$ cat src/rtl/ghost_filter.sv
// Purpose : temporal ghost suppression of the two per-BX track candidates from the collider.
// Latency : 2 cycles, input -> S1 register -> compare against history -> output register.
// Flow    : no backpressure; one BX per cycle is accepted and produced unconditionally.
//
// Ports
//   clk_i, rst_i          clock (one BX per cycle), synchronous active-high reset
//   en_i                  1 = filtering active, 0 = transparent (history still updated)
//   cnt_clr_i             synchronous clear of ghost_cnt_o (wins over increment)
//   w1_i/q1_i/v1_i        candidate 1 key (0..47), quality, valid
//   w2_i/q2_i/v2_i        candidate 2 key (0..47), quality, valid
//   tw*_o/tq*_o/tv*_o     accepted tracks, compacted into slot 1 first
//   ghost_o               one-cycle pulse when any candidate was suppressed
//   ghost_cnt_o           saturating count of suppressed candidates
//
// Build option: define GHOST_NEIGHBOUR_EN to also match history keys at w-1 / w+1.

module ghost_filter #(
  parameter int DEAD_BX = 3,   // suppression window in BX, 1..7
  parameter int CNT_W   = 16   // ghost counter width
) (
  input  logic             clk_i,
  input  logic             rst_i,
  input  logic             en_i,
  input  logic             cnt_clr_i,
  input  logic [6:0]       w1_i,
  input  logic [6:0]       w2_i,
  input  logic [1:0]       q1_i,
  input  logic [1:0]       q2_i,
  input  logic             v1_i,
  input  logic             v2_i,
  output logic [6:0]       tw1_o,
  output logic [6:0]       tw2_o,
  output logic [1:0]       tq1_o,
  output logic [1:0]       tq2_o,
  output logic             tv1_o,
  output logic             tv2_o,
  output logic             ghost_o,
  output logic [CNT_W-1:0] ghost_cnt_o
);

  typedef struct packed {
    logic       vld;
    logic [6:0] key;
    logic [1:0] q;
  } trk_t;

  localparam logic [6:0] KEY_NONE = 7'h7f;  // reserved key, never matches
  localparam logic [6:0] KEY_MAX  = 7'd47;

  trk_t [1:0]              s1_q, s1_d;
  trk_t [1:0]              out_q, out_d;
  trk_t [DEAD_BX-1:0][1:0] hist_q, hist_d;
  logic                    ghost_q, ghost_d;
  logic [CNT_W-1:0]        cnt_q, cnt_d;

  logic [1:0]              sup;
  logic [1:0]              pass;
  logic [1:0]              n_sup;
  logic [CNT_W:0]          cnt_sum;

  // Key match between a history entry and a candidate. Neighbour terms are
  // guarded so keys never wrap (0 has no -1, 47 and above have no +1).
  function automatic logic key_hit(input logic [6:0] h, input logic [6:0] w);
    logic hit;
    hit = (h == w);
`ifdef GHOST_NEIGHBOUR_EN
    hit = hit | ((w != 7'd0) && (h == (w - 7'd1)));
    hit = hit | ((w < KEY_MAX) && (h == (w + 7'd1)));
`endif
    return hit && (w != KEY_NONE) && (h != KEY_NONE);
  endfunction

  always_comb begin
    // Stage-1 capture: invalid candidates are stored as all-zero so their
    // key/quality can never leak into compare or output.
    s1_d[0] = v1_i ? trk_t'{vld: 1'b1, key: w1_i, q: q1_i} : trk_t'('0);
    s1_d[1] = v2_i ? trk_t'{vld: 1'b1, key: w2_i, q: q2_i} : trk_t'('0);
  end

  always_comb begin
    sup = '0;
    for (int i = 0; i < 2; i++) begin
      for (int s = 0; s < DEAD_BX; s++) begin
        for (int e = 0; e < 2; e++) begin
          if (en_i && s1_q[i].vld && hist_q[s][e].vld &&
              key_hit(hist_q[s][e].key, s1_q[i].key) &&
              (hist_q[s][e].q >= s1_q[i].q)) begin
            sup[i] = 1'b1;
          end
        end
      end
      pass[i] = s1_q[i].vld & ~sup[i];
    end

    // Compaction: a lone survivor always lands in slot 1.
    out_d = '0;
    if (pass[0]) begin
      out_d[0] = s1_q[0];
      if (pass[1]) out_d[1] = s1_q[1];
    end else if (pass[1]) begin
      out_d[0] = s1_q[1];
    end

    // Accepted tracks enter the youngest stage; everything else ages by one.
    hist_d[0] = out_d;
    for (int s = 1; s < DEAD_BX; s++) begin
      hist_d[s] = hist_q[s-1];
    end

    ghost_d = |sup;

    n_sup   = {1'b0, sup[0]} + {1'b0, sup[1]};
    cnt_sum = {1'b0, cnt_q} + {{(CNT_W-1){1'b0}}, n_sup};
    if (cnt_clr_i) begin
      cnt_d = '0;
    end else if (cnt_sum[CNT_W]) begin
      cnt_d = '1;
    end else begin
      cnt_d = cnt_sum[CNT_W-1:0];
    end
  end

  always_ff @(posedge clk_i) begin
    if (rst_i) begin
      s1_q    <= '0;
      out_q   <= '0;
      hist_q  <= '0;
      ghost_q <= 1'b0;
      cnt_q   <= '0;
    end else begin
      s1_q    <= s1_d;
      out_q   <= out_d;
      hist_q  <= hist_d;
      ghost_q <= ghost_d;
      cnt_q   <= cnt_d;
    end
  end

  assign tw1_o       = out_q[0].key;
  assign tq1_o       = out_q[0].q;
  assign tv1_o       = out_q[0].vld;
  assign tw2_o       = out_q[1].key;
  assign tq2_o       = out_q[1].q;
  assign tv2_o       = out_q[1].vld;
  assign ghost_o     = ghost_q;
  assign ghost_cnt_o = cnt_q;

endmodule

$ cat config.mk
export PLATFORM = sky130hd
export DESIGN_NAME = ghost_filter
export DESIGN_NICKNAME = d
export VERILOG_FILES = /design/src/rtl/ghost_filter.sv
export SDC_FILE = /design/constraint.sdc
export NUM_CORES = 1
export LEC_CHECK = 0
export CORE_ASPECT_RATIO = 1.25
export CORE_MARGIN = 2
export CORE_UTILIZATION = 25
export CTS_CLUSTER_DIAMETER = 100
export DETAILED_ROUTE_END_ITERATION = 7
export SETUP_SLACK_MARGIN = 0.4
export SYNTH_ARGS = -nofsm -noshare
export SYNTH_HDL_FRONTEND = slang
export SYNTH_SLANG_ARGS = --single-unit
$ cat constraint.sdc
create_clock -name clk_i -period 6.15 [get_ports clk_i]
set_clock_uncertainty 0.2 [all_clocks]
set_input_delay 0.615 -clock clk_i [delete_from_list [all_inputs] [get_ports clk_i]]
set_output_delay 0.615 -clock clk_i [all_outputs]
set_load 0.005 [all_outputs]
# After elaboration in Yosys (flattened, before gate mapping)
# Cells that the tools add are included.
dict set report totals {
  ramBits 0
  reg_bits 97
  word_cells 151
  mem_bits_ro 0
  mem_count 0
  latchBits 0
}
dict set report op_classes {
  n_reduce_logical 67
  n_eq_ne 20
  muxes 17
  n_addsub 2
  magnitude_cmp 12
  n_div 0
  mul 0
  shifts 0
  bitwise 7
}
# cell count
set ops {}
lappend ops {{7-bit equality test} 12}
lappend ops {{1-bit logical AND} 62}
lappend ops {{7-bit != test, second input constant} 8}
lappend ops {{10-bit 2-to-1 mux} 4}
lappend ops {{2-bit greater-or-equal comparator} 12}
lappend ops {{16-bit by 2-bit adder with 17-bit output} 1}
lappend ops {{16-bit 2-to-1 mux} 1}
lappend ops {{1-bit 2-to-1 mux} 12}
lappend ops {{2-bit OR reduction} 5}
lappend ops {{1-bit inverter} 5}
lappend ops {{1-bit by 1-bit adder with 2-bit output} 1}
lappend ops {{1-bit AND} 2}

# Logic depth before layout (Yosys ltp)
# Gate-level depths: netlist (run 1).
dict set report depth {
  depth_word 15
  ltp_mapped 14
}

# Worst setup path before layout (run 1)
# OpenSTA, ideal clock, no wires.
dict set report synth_timing {
  path_kind {input -> register}
  from {in en_i}
  to {reg cnt_q[10], in the netlist ghost_cnt_o[10]}
  required_time_ns 5.817
  setup_ns 0.133
  path_slack_ns 2.726
  cell_stages 13
  arrival_time_ns 3.091
  n_path_buf 2
  cell_sequence {and2_1 > clkbuf_1 > nand4_1 > nor4_1 > nor4_1 > nand3_1 > fa_1 > ha_1 > nand3_1 > nor3_1 > nand4_1 > clkbuf_1 > a21oi_1}
}
dict set report synth_between {
  elab_chain_len 13
  word_cells_on_any_way 53
  classes_between {add/sub (2); mux (13); reduce/logical (38)}
}
# item line
set synth_rtl {}
lappend synth_rtl {{start: declaration} 23} ;# input logic en_i,
lappend synth_rtl {{1-bit logical AND (3 in a row)} 85} ;# if (en_i && s1_q[i].vld && hist_q[s][e].vld &&
lappend synth_rtl {{1-bit logical AND} 86} ;# key_hit(hist_q[s][e].key, s1_q[i].key) &&
lappend synth_rtl {{1-bit 2-to-1 mux (6 in a row)} 85}
lappend synth_rtl {{1-bit by 1-bit adder with 2-bit output *} 112} ;# n_sup = {1'b0, sup[0]} + {1'b0, sup[1]};
lappend synth_rtl {{16-bit by 2-bit adder with 17-bit output *} 113} ;# cnt_sum = {1'b0, cnt_q} + {{(CNT_W-1){1'b0}}, n_sup};
lappend synth_rtl {{16-bit 2-to-1 mux *} 116} ;# end else if (cnt_sum[CNT_W]) begin
lappend synth_rtl {{end signal: assignment} 135} ;# cnt_q <= cnt_d;
lappend synth_rtl {{end: declaration} 54} ;# logic [CNT_W-1:0] cnt_q, cnt_d;
# Every way passes the cells marked *; elsewhere a longest branch is shown, timed or not.
# A chain may end at the register's enable or synchronous reset.

# Final worst setup path (run 1)
dict set report layout_timing {
  from {in en_i}
  to {reg cnt_q[3], in the netlist ghost_cnt_o[3]}
}
# Same word-level chain as after synthesis.

==> reports/metrics.csv, run 1 <==
metric,value,unit
status,"complete, no violations",
synth.net_count,566,
leakagePower,1.84,nW
timing.slew.headroom,0.451,
clock_sinks,97,
power.internal,1.04,mW
antenna_found_initial,0,
finalInstanceArea,5750,um2
synth_edf_count,0,
gr-usage-all-layers,0.125,
synthArstFlopShare,0,
swShare,0.229,
vias_per_cell,4.60,
setup_violations,0,
synthTopCellsByArea,"dfxtp_1 (40%), xnor2_1 (16%), ha_1 (6.5%)",
synthTopCellsByCount,"dfxtp_1 (97), xnor2_1 (88), nor2b_1 (39)",
path_buf_inv,1,
yosysWarnings,0,
clkPwrFrac,0.446,
fill_cells,1934,
clk_latency,0.35,ns
cp.required,6.22,ns
seq_power_share,0.487,
syn_to_final_growth,19.5,%
drtIter0Drc,159,
worst_pin_slew,0.821,ns
grt_max_degree,47,
clkTransAtPathRegs,0.06,ns
gp_routability_congestion,0.876,
critPathMaxStageDelay,0.54,ns
cp_max_fo,13,
coreArea,18800,um2
wl_per_cell,16.1,um
ctsHoldBuffers,0,
regArea,1940,um2
start_util,0.255,
synth.distinct_cells,37,
place_area,5430,um2
finalPower,1.35,mW
fin_crit_sh,0.656,
multiInputGateArea,2490,um2
wl,12500,um
port_buffers,60,
ir_drop,143,uV
dieHeight,159,um
synth_top_area_frac,0.404,
postCtsSetupBuffers,0,
io_pins,61,
whs,0.265,ns
antenna_cells,0,
power.switching,0.310,mW
yosysSeqAreaShare,0.404,
drcViolationCount,0,
final-max-slew-violation-count,0,
cp-start-kind,input port,
finalCriticalPeriod,4.03,ns
rsz0062_at_grt,no,
final_nets,590,
crit_slowest_cell,nand4_1,
first_global_vias,3643,
syn_inst,516,
crit_path_cell_trace,clkdlybuf4s50_1 -> and2_1 -> nand4_1 -> nor4_1 -> nor4_1 -> nand3_1 -> fa_1 -> ha_1 -> nand3_1 -> nor3_1 -> nand4_1 -> a21oi_1,
cts_made_buffers,9,
worstSetupPathType,in -> reg,
yosysMostFrequentCell,dfxtp_1,
combPwrFrac,0.067,
cts_resized,0,
drtAntennaViolNets,0,
ys.flop_type,dfxtp_1,
synthesis.area,4810,um2
avgSynthCellArea,9.32,um2
cts_tree,yes,
via_count,3578,
rows,56,
dp_hpwl,9620,um
die_w,128,um
die_area,20400,um2
grt_pass1_wl,19600,um
hold_viol,0,
final_layout_size_suffix_gt1_frac,0.0385,
clockRootBuffer,clkbuf_16,
hold_class,reg -> reg,
cts_max_level,3,
maxCapViolations,0,
power.density,235,nW/um2
setup.worst_path.end_class,flop,
ys_ff_latch,97,
cp_top_family,simple AND/OR/NAND/NOR gates,
drtPass1Iterations,4,
fin_tns_setup,0,ns
cts_buffer_depth,2,
max_freq,0.248,GHz
worstPathArrival,4.10,ns
grt_overflow,0,
synth_largest_area_cell,dfxtp_1,
-- per-layer routing --
layer	global-route usage	share of wire	up-vias
li1	-	-	1771
met1	0.131	0.38	1688
met2	0.234	0.54	90
met3	0.0245	0.039	29
met4	0.0604	0.034	0
met5	0	0	-
-- logic make-up after synthesis --
logic type                 synth area share
AOI/OAI and AO/OA                    0.0630
xor gates and xnor gates              0.169
muxes                               0.00208
adders and majority gates            0.0692
buffers and inverters                0.0780
DFF                                   0.404
and+or+nand+nor                       0.215
-- worst paths after layout --
kind | slack, ns | cells after the start | to | startpoint
worst max-delay path | 2.12 | 12 | ghost_cnt_o[3]$_SDFF_PP0_ | en_i
worst min-delay path | 0.26 | 1 | hist_q[59]$_SDFF_PP0_ | hist_d[59]$_SDFF_PP0_
worst max register to register | 2.15 | 10 | ghost_cnt_o[3]$_SDFF_PP0_ | s1_q[8]$_SDFF_PP0_
worst min register to register | 0.26 | 1 | hist_q[59]$_SDFF_PP0_ | hist_d[59]$_SDFF_PP0_
-- layout by cell type, fill, tap and decap left out, types with 2 or more instances in the layout --
cell type / n
ha_1: 25
nand2_1: 7
nor4_1: 12
clkinv_4: 2
inv_1: 25
clkinvlp_4: 2
clkdlybuf4s50_1: 60
nand2b_1: 12
o32ai_1: 7
nor2b_1: 39
nand3_1: 19
xor2_1: 5
and2_1: 20
bufinv_16: 2
o21ai_1: 2
o21ai_0: 7
and3_1: 2
a22oi_2: 2
nor3_1: 12
a21oi_1: 26
clkbuf_16: 9
nand4_1: 34
nor2_1: 13
or4_1: 2
xnor2_1: 88
dfxtp_1: 97
-- power groups by stage --
stage / clock network [mW] / logic [mW] / registers [mW]
4_1_cts: 0.611 / 0.0924 / 0.658
2_1_floorplan: 0 / 0.0703 / 0.657
5_1_grt: 0.633 / 0.101 / 0.660
3_5_place_dp: 0 / 0.0919 / 0.673
6_report: 0.603 / 0.0913 / 0.658
3_3_place_gp: 0 / 0.0917 / 0.673
-- registers in the layout, summed over array words and instances, names as in the netlist --
register / count
s1_q: 20
ghost_cnt_o: 16
hist_q: 20
hist_d: 40
ghost_o: 1
-- per-stage QoR --
step	std cells	utilization	worst slack [ns]
6_report	777	0.305	2.12
3_3_place_gp	761	0.288	1.96
4_1_cts	777	0.305	2.13
3_5_place_dp	761	0.288	1.80
5_1_grt	777	0.305	1.70
2_1_floorplan	516	-	2.73
-- final cells by class --
class | instances | share of cell area
Clock inverter | 6 | 0.0161
Tap cell | 232 | 0.0505
Clock buffer | 10 | 0.0398
Sequential cell | 97 | 0.338
Multi-Input combinational cell | 346 | 0.434
Inverter | 25 | 0.0163
Timing Repair Buffer | 61 | 0.106
Power figures use the tool's default switching activity.
==> inputs of run 2 (changes only) <==
clock period = 4.21 ns   (was 6.15 ns; I/O delays follow)
==> run 2 against run 1 <==
Against the previous run: register-to-register slack lost 1.5 ns; die area is the same; sequential power grew 46%; clock-buffer cell count grew 1; combinational power grew 49%; final cell count grew 0.51%; largest cell class unchanged.
==> reports/metrics.csv, run 2 (synthesis gave the netlist of run 1 again) <==
metric,value,unit,change
fin_crit_sh,0.835,,
worstSetupPathType,in -> reg,,unchanged
via_count,3617,,was 3578
final_layout_size_suffix_gt1_frac,0.0656,,was 0.0385
crit_slowest_cell,clkdlybuf4s50_1,,was nand4_1
finalCriticalPeriod,3.51,ns,
rsz0062_at_grt,no,,unchanged
setup.worst_path.end_class,flop,,unchanged
syn_to_final_growth,21.3,%,was 19.5%
drcViolationCount,0,,unchanged
ctsHoldBuffers,0,,unchanged
wl,12500,um,about the same
coreArea,18800,um2,unchanged
grt_overflow,0,,unchanged
rows,56,,unchanged
wl_met2,6580,um,was 6790 um
final_common_cell,dfxtp_1,,unchanged
critPathMaxStageDelay,0.49,ns,was 0.54 ns
hold_viol,0,,unchanged
final_nets,594,,was 590
status,"complete, no violations",,unchanged
setup_violations,0,,unchanged
power.density,349,nW/um2,was 235 nW/um2
worst_pin_slew,0.836,ns,was 0.821 ns
final-max-slew-violation-count,0,,unchanged
cp.required,4.28,ns,was 6.22 ns
io_pins,61,,unchanged
cts_tree,yes,,unchanged
routed.top_layer,met4,,unchanged
ir_drop,228,uV,was 143 uV
leakagePower,1.88,nW,was 1.84 nW
crit_path_cell_trace,clkdlybuf4s50_1 -> and2_1 -> nand4_1 -> nor4_2 -> nor4_2 -> nand3_1 -> fa_1 -> ha_1 -> nand3_1 -> nor3_1 -> nand4_1 -> buf_4 -> a21oi_1,,was clkdlybuf4s50_1 -> and2_1 -> nand4_1 -> nor4_1 -> nor4_1 -> nand3_1 -> fa_1 -> ha_1 -> nand3_1 -> nor3_1 -> nand4_1 -> a21oi_1
clock_sinks,97,,unchanged
antenna_found_initial,0,,unchanged
vias_per_cell,4.63,,was 4.60
cts_max_level,3,,unchanged
cts_made_buffers,9,,unchanged
timing.slew.headroom,0.441,,was 0.451
cp-start-kind,input port,,unchanged
die_area,20400,um2,unchanged
clockRootBuffer,clkbuf_16,,unchanged
worstPathArrival,3.59,ns,was 4.10 ns
start_util,0.255,,unchanged
finalPower,2.04,mW,was 1.35 mW
cp_max_fo,8,,was 13
clk_latency,0.34,ns,was 0.35 ns
grt_pass1_wl,19600,um,about the same
port_buffers,60,,unchanged
final_cell_mix,"dfxtp_1 (90), xnor2_1 (88), clkdlybuf4s50_1 (60)",,"was dfxtp_1 (97), xnor2_1 (88), clkdlybuf4s50_1 (60)"
dp_hpwl,9750,um,was 9620 um
drtAntennaViolNets,0,,unchanged
wl_per_cell,15.9,um,was 16.1 um
gr-usage-all-layers,0.124,,was 0.125
wl_met3,501,um,was 485 um
die_w,128,um,unchanged
hold_class,reg -> reg,,unchanged
antenna_cells,0,,unchanged
maxCapViolations,0,,unchanged
first_global_vias,3634,,was 3643
fin_tns_setup,0,ns,unchanged
clkTransAtPathRegs,0.06,ns,about the same
max_freq,0.285,GHz,
drtIter0Drc,167,,was 159
m1WireLength,4730,um,was 4770 um
grt_max_degree,23,,was 47
drtPass1Iterations,4,,unchanged
cts_buffer_depth,2,,unchanged
gp_routability_congestion,0.877,,was 0.876
dieHeight,159,um,unchanged
largest_reg_flops,40,,unchanged
[run 2: repair_timing]
item,4_1_cts,5_1_grt
resized for setup,0,11
setup buffers,2,1
pin swaps,1,1
endpoints found under the setup margin,13,16
[run 2: path summary, 6_finish.rpt]
kind	cells after the start	slack, ns	start	endpoint
setup / recovery	13	0.70	en_i	ghost_cnt_o[10]$_SDFF_PP0_
hold / removal	1	0.27	hist_d[59]$_SDFF_PP0_	hist_q[59]$_SDFF_PP0_
setup reg to reg	13	0.70	s1_q[0]$_SDFF_PP0_	ghost_cnt_o[10]$_SDFF_PP0_
hold reg to reg	1	0.27	hist_d[59]$_SDFF_PP0_	hist_q[59]$_SDFF_PP0_
[run 2: area by class of cell]
type | instances | area [um2]
Multi-Input combinational cell | 346 | 2520
Tap cell | 232 | 290
Sequential cell | 97 | 1950
Clock buffer | 11 | 243
Timing Repair Buffer | 65 | 638
Fill cell | 1912 | 13000
Clock inverter | 5 | 103
Inverter | 25 | 93.8
[run 2: metal layers]
layer,up-vias,GRT usage
met2,94,0.226
met4,0,0.0744
met5,-,0
li1,1776,-
met1,1710,0.135
met3,37,0.0165
[run 2: report_power, final]
part | switching [mW] | leakage [nW] | total, mW | internal, mW
Clock | 0.341 | 0.166 | 0.937 | 0.596
Sequential | 0.0307 | 0.788 | 0.963 | 0.932
Combinational | 0.0641 | 0.924 | 0.136 | 0.0714
Total | 0.436 | 1.88 | 2.04 | 1.60
[run 2: critical path: cells and delay by family]
family,cells,cell delay (ns)
buffers and inverters,2,0.69
and+or+nand+nor,8,1.79
AOI/OAI and AO/OA,1,0.14
adders and majority gates,2,0.53
[run 2: stage by stage]
| stage | hold WS [ns] | worst slack, ns | utilization | area [um2] | cells |
|---|---|---|---|---|---|
| after global placement | 0.259 | 0.177 | 0.288 | 5430 | 762 |
| after global routing | 0.295 | 0.408 | 0.310 | 5840 | 781 |
| after CTS | 0.275 | 0.484 | 0.307 | 5790 | 780 |
| after floorplan | 0.231 | 0.826 | - | 4810 | 516 |
| final | 0.270 | 0.697 | 0.310 | 5840 | 781 |
| after detailed placement | 0.267 | 0.0194 | 0.288 | 5430 | 762 |
==> inputs of run 3 (changes only) <==
clock period = 3.5 ns   (was 4.21 ns; I/O delays follow)
==> run 3 against run 2 <==
Against the previous run: worst setup slack got worse by 0.23 ns; first-iteration DRC count grew 21%; critical path type is now reg -> reg; die area unchanged; register-to-register slack worse by 0.23 ns; via count grew 2.8%; largest power group unchanged; global-route usage increased by 0.58 points; hold slack worse by 0.0022 ns.
==> reports/metrics.csv, run 3 (synthesis gave the netlist of run 1 again) <==
metric,value,unit,change
max_freq,0.330,GHz,
clock_sinks,97,,unchanged
worst_pin_slew,0.823,ns,was 0.836 ns
syn_to_final_growth,26.6,%,was 21.3%
timing.slew.headroom,0.450,,was 0.441
crit_slowest_cell,fa_2,,was clkdlybuf4s50_1
antenna_cells,0,,unchanged
cp.required,3.58,ns,was 4.28 ns
power.density,373,nW/um2,was 349 nW/um2
port_buffers,60,,unchanged
critPathMaxStageDelay,0.40,ns,was 0.49 ns
drcViolationCount,0,,unchanged
io_pins,61,,unchanged
status,"complete, no violations",,unchanged
grt_max_degree,26,,was 23
clk_latency,0.35,ns,was 0.34 ns
final_layout_size_suffix_gt1_frac,0.167,,was 0.0656
largest_reg_flops,40,,unchanged
place_inst,780,,was 762
clkTransAtPathRegs,0.06,ns,about the same
cts_made_buffers,9,,unchanged
finalCriticalPeriod,3.03,ns,
crit_path_cell_trace,ha_1 -> nand2b_4 -> a21oi_2 -> nor4_2 -> nor4_2 -> nand3_2 -> fa_2 -> ha_4 -> nand3_4 -> nor3_2 -> buf_4 -> and4b_1 -> nor3_2,,was clkdlybuf4s50_1 -> and2_1 -> nand4_1 -> nor4_2 -> nor4_2 -> nand3_1 -> fa_1 -> ha_1 -> nand3_1 -> nor3_1 -> nand4_1 -> buf_4 -> a21oi_1
setup_violations,0,,unchanged
drtIter0Drc,202,,was 167
cts_buffer_depth,2,,unchanged
cts_max_level,3,,unchanged
drtPass1Iterations,7,,was 4
cp_max_fo,7,,was 8
fin_cells,802,,was 781
drtAntennaViolNets,0,,unchanged
cp-start-kind,flop,,was input port
hold_class,reg -> reg,,unchanged
maxCapViolations,0,,unchanged
final_cell_mix,"xnor2_1 (88), dfxtp_1 (81), clkdlybuf4s50_1 (60)",,"was dfxtp_1 (90), xnor2_1 (88), clkdlybuf4s50_1 (60)"
rsz0062_at_grt,yes,,was no
worstSetupPathType,reg -> reg,,was in -> reg
start_util,0.255,,unchanged
gp_routability_congestion,0.899,,was 0.877
wl,13300,um,was 12500 um
vias_per_cell,4.64,,was 4.63
final_nets,615,,was 594
wl_per_cell,16.5,um,was 15.9 um
dieHeight,159,um,unchanged
via_count,3719,,was 3617
hold_viol,0,,unchanged
antenna_found_initial,0,,unchanged
worstPathArrival,3.12,ns,was 3.59 ns
grt_pass1_wl,20300,um,was 19600 um
cts_tree,yes,,unchanged
fill_cells,1898,,was 1912
ir_drop,223,uV,was 228 uV
final-max-slew-violation-count,0,,unchanged
fin_crit_sh,0.867,,
first_global_vias,3733,,was 3634
setup.worst_path.end_class,flop,,unchanged
grt_overflow,0,,unchanged
whs,0.268,ns,was 0.270 ns
fin_util,0.323,,was 0.310
gr-usage-all-layers,0.130,,was 0.124
die_w,128,um,unchanged
dp_hpwl,9940,um,was 9750 um
clockRootBuffer,clkbuf_16,,unchanged
coreArea,18800,um2,unchanged
die_area,20400,um2,unchanged
leakagePower,1.99,nW,was 1.88 nW
rows,56,,unchanged
final_common_cell,xnor2_1,,was dfxtp_1
run 3: worst paths after layout:
check,start,endpoint,slack (ns),cells after the start
setup / recovery,s1_q[0]$_SDFF_PP0_,ghost_cnt_o[14]$_SDFF_PP0_,0.47,13
hold / removal,hist_d[59]$_SDFF_PP0_,hist_q[59]$_SDFF_PP0_,0.27,1
setup reg to reg,s1_q[0]$_SDFF_PP0_,ghost_cnt_o[14]$_SDFF_PP0_,0.47,13
hold reg to reg,hist_d[59]$_SDFF_PP0_,hist_q[59]$_SDFF_PP0_,0.27,1
run 3: stage by stage:
stage	TNS [ns]	cell area (um2)	power (mW)	setup WS [ns]
3_3_place_gp	0	5580	1.35	0.134
6_report	0	6090	2.27	0.467
2_1_floorplan	0	4820	1.28	0.439
5_1_grt	0	6090	2.36	0.296
3_5_place_dp	-0.189	5580	1.35	-0.0326
4_1_cts	0	5930	2.28	0.413
run 3: power breakdown:
group	leakage, nW	internal, mW	switching [mW]	total [mW]
registers	0.793	1.12	0.0330	1.15
clock network	0.133	0.520	0.411	0.932
logic	1.07	0.0971	0.0886	0.186
total	1.99	1.74	0.533	2.27
run 3: per-layer routing:
| metal | track usage | part of all wire | wire length, um | vias to the layer above |
|---|---|---|---|---|
| li1 | - | - | - | 1818 |
| met1 | 0.146 | 0.39 | 5170 | 1761 |
| met2 | 0.234 | 0.53 | 7060 | 112 |
| met3 | 0.0282 | 0.043 | 577 | 28 |
| met4 | 0.0574 | 0.035 | 458 | 0 |
| met5 | 0 | 0 | 0 | - |
run 3: timing repair:
| action | CTS | global route |
|---|---|---|
| resized for setup | 17 | 37 |
| pin swaps | 3 | 9 |
| hold buffers | 0 | 0 |
| buffers inserted | 3 | 3 |
| endpoints found under the setup margin | 16 | 16 |
run 3: cell type report:
class | instances | area [um2] | area share
clock inverters | 2 | 12.5 | 0.00206
flip-flops and latches | 97 | 1970 | 0.323
inverters | 25 | 93.8 | 0.0154
multi-input cells | 346 | 2660 | 0.437
repair buffers | 86 | 796 | 0.131
well taps | 232 | 290 | 0.0477
clock buffers | 14 | 264 | 0.0434
run 3: critical path: cells and delay by family, from the launching register on:
kind                     cells  cell delay (ns)
AO/OA/AOI/OAI                1             0.15
adder cells (fa/ha/maj)      3             0.87
buffers and inverters        1             0.14
flip-flops                   1             0.37
AND/OR/NAND/NOR              8             1.22
